<file path="src/rtl/pipeline_pkg.sv">
// pipeline_pkg: types shared by the memory stage and its access FSM.
//   mem_state_e   - data-memory access FSM states
//   mem_wb_t      - MEM/WB pipeline register contents (control + data)
//   BUBBLE_MEM_WB - all-zero MEM/WB value, used at reset
package pipeline_pkg;

    typedef enum logic {
        MEM_IDLE = 1'b0,
        MEM_WAIT = 1'b1
    } mem_state_e;

    typedef struct packed {
        logic        reg_write;
        logic        result_src;
        logic        mem_err;
        logic [4:0]  rd;
        logic [31:0] pc_plus4;
        logic [31:0] alu_result;
        logic [31:0] read_data;
    } mem_wb_t;

    localparam mem_wb_t BUBBLE_MEM_WB = '0;

endpackage

</file>
<file path="src/rtl/dmem_access_fsm.sv">
// dmem_access_fsm: request/acknowledge sequencing for the data-memory bus.
// Optional feature macro: MEMORY_CYCLE_TIMEOUT_EN (wait counter + abort).
// Ports:
//   clk, rst   - clock, asynchronous active-low reset
//   access     - MEM-stage instruction is a load or store
//   dmem_ack   - memory completes the access this cycle
//   dmem_req   - access request to the memory
//   stall      - hold upstream stages this cycle
//   abort      - access timed out this cycle (always 0 without the feature)
module dmem_access_fsm
    import pipeline_pkg::*;
#(
    parameter int TIMEOUT_CYCLES = 16
) (
    input  logic clk,
    input  logic rst,
    input  logic access,
    input  logic dmem_ack,
    output logic dmem_req,
    output logic stall,
    output logic abort
);

    if (TIMEOUT_CYCLES < 2 || TIMEOUT_CYCLES > 255) begin : g_bad_timeout
        $error("dmem_access_fsm: TIMEOUT_CYCLES must be in 2..255");
    end

    mem_state_e state_q;
    mem_state_e state_d;

    // NOTE: sequential state uses non-blocking assignments so every register
    // samples pre-edge values regardless of block ordering.
    always_ff @(posedge clk or negedge rst) begin
        if (!rst) begin
            state_q <= MEM_IDLE;
        end else begin
            state_q <= state_d;
        end
    end

`ifdef MEMORY_CYCLE_TIMEOUT_EN
    localparam logic [7:0] LAST_WAIT = 8'(TIMEOUT_CYCLES - 1);

    // Counts wait-state cycles already spent on the access. The IDLE cycle
    // that first sees no ack is itself a wait state, so WAIT is entered
    // with a count of 1; the abort cycle is wait state number TIMEOUT_CYCLES.
    logic [7:0] wait_cnt_q;

    always_ff @(posedge clk or negedge rst) begin
        if (!rst) begin
            wait_cnt_q <= '0;
        end else if (state_q == MEM_IDLE) begin
            wait_cnt_q <= 8'd1;
        end else if (!dmem_ack) begin
            wait_cnt_q <= wait_cnt_q + 8'd1;
        end
    end

    assign abort = rst && (state_q == MEM_WAIT) && (wait_cnt_q == LAST_WAIT) && !dmem_ack;
`else
    assign abort = 1'b0;
`endif

    // NOTE: every always_comb output gets a default first, so no path can
    // leave a signal unassigned and infer a latch.
    always_comb begin
        state_d  = state_q;
        dmem_req = 1'b0;
        stall    = 1'b0;
        unique case (state_q)
            MEM_IDLE: begin
                dmem_req = access;
                stall    = access && !dmem_ack;
                if (access && !dmem_ack) begin
                    state_d = MEM_WAIT;
                end
            end
            MEM_WAIT: begin
                dmem_req = 1'b1;
                stall    = access && !dmem_ack && !abort;
                if (dmem_ack || abort) begin
                    state_d = MEM_IDLE;
                end
            end
            default: state_d = MEM_IDLE;
        endcase
        // Outputs are forced low while reset is held, even though the
        // M inputs may still present an access.
        if (!rst) begin
            dmem_req = 1'b0;
            stall    = 1'b0;
        end
    end

endmodule

</file>
<file path="src/rtl/memory_cycle.sv">
// memory_cycle: MEM stage of the 5-stage RISC-V pipeline. Issues loads and
// stores on a req/ack data-memory bus, stalls upstream while an access is
// outstanding, and owns the MEM/WB register.
// Optional feature macro: MEMORY_CYCLE_TIMEOUT_EN (abort after TIMEOUT_CYCLES
// wait states, retiring the instruction as a bubble with MemErrW pulsed).
// Ports:
//   clk, rst                     - clock, asynchronous active-low reset
//   RegWriteM..ALU_ResultM       - EX/MEM register outputs
//   dmem_req/we/addr/wdata       - data-memory request side
//   dmem_ack, dmem_rdata         - data-memory response side
//   StallM                       - hold IF/ID/EX/EX-MEM this cycle
//   RegWriteW..ReadDataW, MemErrW- MEM/WB register outputs
module memory_cycle
    import pipeline_pkg::*;
#(
    parameter int TIMEOUT_CYCLES = 16
) (
    input  logic        clk,
    input  logic        rst,
    input  logic        RegWriteM,
    input  logic        MemWriteM,
    input  logic        ResultSrcM,
    input  logic [4:0]  RD_M,
    input  logic [31:0] PCPlus4M,
    input  logic [31:0] WriteDataM,
    input  logic [31:0] ALU_ResultM,
    output logic        dmem_req,
    output logic        dmem_we,
    output logic [31:0] dmem_addr,
    output logic [31:0] dmem_wdata,
    input  logic        dmem_ack,
    input  logic [31:0] dmem_rdata,
    output logic        StallM,
    output logic        RegWriteW,
    output logic        ResultSrcW,
    output logic [4:0]  RD_W,
    output logic [31:0] PCPlus4W,
    output logic [31:0] ALU_ResultW,
    output logic [31:0] ReadDataW,
    output logic        MemErrW
);

    logic    access;
    logic    abort;
    mem_wb_t wb_q;

    assign access = MemWriteM | ResultSrcM;

    dmem_access_fsm #(
        .TIMEOUT_CYCLES(TIMEOUT_CYCLES)
    ) u_fsm (
        .clk      (clk),
        .rst      (rst),
        .access   (access),
        .dmem_ack (dmem_ack),
        .dmem_req (dmem_req),
        .stall    (StallM),
        .abort    (abort)
    );

    // Upstream holds the M inputs while stalled, so the bus fields are
    // driven straight from them; they are zeroed only while in reset.
    assign dmem_we    = dmem_req & MemWriteM;
    assign dmem_addr  = {32{rst}} & ALU_ResultM;
    assign dmem_wdata = {32{rst}} & WriteDataM;

    // NOTE: MEM/WB is a handful of flops, not a RAM array, so it takes the
    // async reset like any other control state.
    always_ff @(posedge clk or negedge rst) begin
        if (!rst) begin
            wb_q <= BUBBLE_MEM_WB;
        end else if (StallM) begin
            // Bubble: only the fields that could cause side effects clear.
            wb_q.reg_write <= 1'b0;
            wb_q.mem_err   <= 1'b0;
        end else if (abort) begin
            wb_q.reg_write <= 1'b0;
            wb_q.mem_err   <= 1'b1;
        end else begin
            wb_q.reg_write  <= RegWriteM;
            wb_q.result_src <= ResultSrcM;
            wb_q.mem_err    <= 1'b0;
            wb_q.rd         <= RD_M;
            wb_q.pc_plus4   <= PCPlus4M;
            wb_q.alu_result <= ALU_ResultM;
            if (ResultSrcM) begin
                wb_q.read_data <= dmem_rdata;
            end
        end
    end

    assign RegWriteW   = wb_q.reg_write;
    assign ResultSrcW  = wb_q.result_src;
    assign RD_W        = wb_q.rd;
    assign PCPlus4W    = wb_q.pc_plus4;
    assign ALU_ResultW = wb_q.alu_result;
    assign ReadDataW   = wb_q.read_data;
    assign MemErrW     = wb_q.mem_err;

endmodule
</file>
<file path="config.mk">
export PLATFORM = sky130hd
export DESIGN_NAME = memory_cycle
export DESIGN_NICKNAME = d
export VERILOG_FILES = /design/src/rtl/pipeline_pkg.sv /design/src/rtl/dmem_access_fsm.sv /design/src/rtl/memory_cycle.sv
export SDC_FILE = /design/constraint.sdc
export NUM_CORES = 1
export LEC_CHECK = 0
export CAP_MARGIN = 20
export CORE_AREA = 2 2 121 123
export CTS_CLUSTER_SIZE = 10
export DETAILED_ROUTE_END_ITERATION = 12
export DIE_AREA = 0 0 123 125
export HOLD_SLACK_MARGIN = 0.06
export MAX_ROUTING_LAYER = met4
export PLACE_DENSITY_LB_ADDON = 0.2
export REMOVE_ABC_BUFFERS = 1
export SETUP_SLACK_MARGIN = 0.5
export SLEW_MARGIN = 5
export SYNTH_ARGS = -nofsm -noshare
export SYNTH_HDL_FRONTEND = slang
export SYNTH_SLANG_ARGS = --single-unit
export TNS_END_PERCENT = 10
</file>
<file path="constraint.sdc">
create_clock -name clk -period 1.38 [get_ports clk]
set_input_delay 0.276 -clock clk [delete_from_list [all_inputs] [get_ports clk]]
set_output_delay 0.276 -clock clk [all_outputs]
set_load 0.05 [all_outputs]
</file>
---- Word level (Yosys, flattened, before mapping) ----
Cells that the tools add are included.
cells by class
  reduce and logical (&&, ||, !) cells .... 3
  multiplexer cells ....................... 7
  bitwise logic cells ..................... 6
operators by type and width
  kind               count
  $and 32x32->32     2
  $mux 1             5
  $pmux 1 s2         2
  $not 1->1          2
  $reduce_and 2->1   1
  $and 1x1->1        1
  $logic_and 1x1->1  1
  $logic_not 1->1    1
  $or 1x1->1         1
storage, ports and cells
  word-level logic and storage cells ...... 23
  register bits ........................... 104

---- Longest topological paths before layout ----
  depth in word-level cells ............... 5
  gate-level depth with buffers ........... 4
  mapped depth without buffers ............ 3

---- Hierarchy ----
From an unflattened synthesis, not the netlist that was laid out.
second synthesis, totals
  cell total of the unflattened synthesis .. 299
  area total of the unflattened synthesis .. 4,381.7 µm²
modules (own cells, without submodules)
  module           cells an instance  area each (µm²)  seq. area each (µm²)  times used
  memory_cycle     293                4,319.1          2,602.5               1
  dmem_access_fsm  6                  62.6             25.0                  1

---- Worst setup path after synthesis ----
Ideal clock, no wire load.
  kind .................................... input port to output port
  start point ............................. in rst
  end point ............................... out dmem_req
  required time ........................... 1,104 ps
  arrival time ............................ 1,227 ps
  path buffers ............................ 1
  stages on the path ...................... 2
  slack ................................... -123 ps
  cell sequence ........................... clkbuf_1 > nor2b_1
between the ends
  word-level cells in the longest chain between the ends .. 1
RTL lines
  what             line                   source
  start, declared  memory_cycle.sv:19     input logic rst,
  $mux 1           dmem_access_fsm.sv:89  if (!rst) begin
  end, declared    memory_cycle.sv:27     output logic dmem_req,
No other way between the ends.

---- Worst setup path after layout ----
  start point ............................. reg u_fsm.state_q
  end point ............................... out dmem_req
between the ends
  word-level cells in the longest chain between the ends .. 3
RTL lines
  what                    line                   source
  start, declared         dmem_access_fsm.sv:28  mem_state_e state_q;
  start signal, assigned  dmem_access_fsm.sv:37  state_q <= state_d;
  $not 1->1               -
  $pmux 1 s2 (*)          dmem_access_fsm.sv:70  unique case (state_q)
  $mux 1 (*)              dmem_access_fsm.sv:89
Every way passes the cells marked *; elsewhere a longest branch is shown, timed or not.

==> reports/results.ini <==
[synth]
avgSynthCellArea_um2 = 14.6
yosys_warnings = 0
synth_compound_area_share_pct = 0.143
synthXorXnorAreaFrac_pct = 0
synth_top_family_by_area = multiplexers
synth-seq-cells = 104
synth.area.mux_share_pct = 26.0
ys_types = 17
synth_cells = 301
yosys.area_share.simple_pct = 11.0
synthAdderAreaFrac_pct = 0
synthesis.area_um2 = 4380
seq_area_frac_synth_pct = 59.4

[clock_network]
htreeDepth = 3
worstSkewPairLatency_ns = 0.34
cts_tree = done
cts.path.max_buffers = 2
cts_buffers = 9
cts_root_buf = clkbuf_16
clkSinkCount = 104
clkSlewWorstSetupHoldPaths_ns = 0.07

[sta]
drv_slew = 0
setup_viol = 0
rsz0062_at_grt = yes
tns_ns = 0
period_needed_ns = 1.37
finalClockSkew_ns = 0
hold_violations = 0
fin_crit_sh_pct = 99.3
max_freq_mhz = 730
holdWs_ns = 0.0791

[setup_path]
required_ns = 1.10
cp.arrival_ns = 1.09
reg2reg_slack_ns = 0.54
critPathBufInv = 1
r2r-start = ALU_ResultW[30]
critical_path_class = register to output pin
crit_chain = nor3_4, nor2b_2, buf_12
worst-path-max-fanout = 2
ff2ff_path_depth = 1
setup.worst_path.start_class = register
worst_path_max_delay_cell = dfrtp_1
cp_top_family = flip-flops
rr_endpoint = ALU_ResultW[30]
cp-end-kind = output pin
slowest_delay_ns = 0.39

[grt]
grt_pass1_wl_um = 25200
antenna_found_initial = 1
grt_pass1_vias = 4288
grt_use_total_pct = 22.8
grt-ovfl-total = 0
grt_max_degree = 25

[placed_design]
gp_congestion = 0.799
portBuffers = 308
hpwl_um = 12000

[routing]
viasPerCell = 4.49
drc = 0
ant_nets = 0
dr_total_vias = 3849
drt_wl_total_um = 17300
wire_per_inst_um = 20.1
drt_iter0_drc = 118
drt_first_pass_iters = 4

[die]
die_area_um2 = 15400
core-area_um2 = 14200
die_w_um = 123
start_util_pct = 30.8
rows = 44
die_y_um = 125
pin_count = 310

[worst_hold_path]
holdCritPathClass = input pin to async pin

[layout]
layout_common_cells = buf_12, dfrtp_1, clkdlybuf4s50_1
final_common_cell = buf_12
drive_gt1_share_pct = 63.0
synthToLayoutAreaGrowth_pct = 146
nets = 807

[pwr]
power-per-cell-area_nw_per_um2 = 1010
leakage_nw = 5.00
ir_worst_vdd_mv = 0.832

[outcome]
outcome = complete, no violations

[flow_run]
maxCapViolCount = 0

-- synthesized netlist by cell type --
| cell type | count | area [µm²] |
|---|---|---|
| nor2_8 | 1 | 20.0 |
| mux2_1 | 9 | 101 |
| nor2_2 | 1 | 6.26 |
| nand2b_4 | 1 | 13.8 |
| clkbuf_1 | 7 | 26.3 |
| nor3_1 | 1 | 5.00 |
| nor2b_1 | 2 | 12.5 |
| dfrtp_1 | 104 | 2600 |
| a31oi_1 | 1 | 6.26 |
| buf_6 | 10 | 113 |
| buf_4 | 1 | 7.51 |
| nor2_1 | 3 | 11.3 |
| inv_1 | 1 | 3.75 |
| mux2_2 | 92 | 1040 |
| conb_1 | 1 | 3.75 |
| nand2_2 | 1 | 6.26 |
| and2_1 | 65 | 407 |
-- state kept, by name, summed over array words and instances (netlist names) --
register / count
RegWriteW: 1
PCPlus4W: 32
ReadDataW: 32
ALU_ResultW: 32
RD_W: 5
u_fsm.state_q: 1
ResultSrcW: 1
-- through the flow --
step                      total power, mW  std cells  utilization, %  cell area [µm²]  setup WS, ns
after CTS                            10.8        855            73.5            10400       -0.0136
after detailed placement             8.04        812            67.5             9590        -0.418
after floorplan                      5.40        283               -             4240        -0.340
after global routing                 11.2        858            75.9            10800       -0.0624
after global placement               7.96        812            67.5             9590        -0.389
final                                10.9        858            75.9            10800       0.00979
-- power by group --
part	switching (mW)	internal, mW
combinational	2.17	2.50
sequential	0.332	3.35
clock	1.11	1.41
total	3.61	7.25
-- cells by family (layout without fill, tap and decap cells) --
group,Yosys count,count (layout)
DFF,104,104
other,1,2
AOI/OAI and AO/OA,1,1
buffers and inverters,19,391
muxes,101,101
and+or+nand+nor,75,75
-- area by class of cell --
class	instances	area [µm²]
clock buffer	11	233
timing repair buffer	374	5580
multi-input combinational	178	2080
inverter	1	3.75
tap	184	230
fill	845	3420
antenna	1	2.50
sequential	104	2600
clock inverter	5	57.6
-- per-layer routing --
metal  part of all wire [%]  track usage [%]  wire length (µm)  vias to the layer above
met4                    4.2             9.63               724                        0
met5                      0                -                 0                        -
li1                       -                -                 -                     1747
met1                     33             22.3              5740                     1881
met2                     55             41.7              9530                      180
met3                    7.3             6.16              1270                       41
-- how the worst max path moves through the flow --
stage | from | to | slack [ns] | cells after the start
2_1_floorplan | dmem_ack | ALU_ResultW[0] | -0.34 | 3
3_3_place_gp | dmem_ack | PCPlus4W[9] | -0.39 | 5
3_5_place_dp | dmem_ack | PCPlus4W[23] | -0.42 | 5
4_1_cts | u_fsm.state_q | dmem_req | -0.01 | 3
5_1_grt | u_fsm.state_q | dmem_req | -0.06 | 3
6_report | u_fsm.state_q | dmem_req | 0.01 | 3
-- timing repair --
action	CTS	global route
cloned	7	1
hold buffers	4	0
hold endpoints to repair	11	0
gates resized for setup	177	88
setup endpoints to repair	273	294
pin swaps	54	54
setup buffers	16	1
Note: power is estimated with default switching activity, not from simulation.
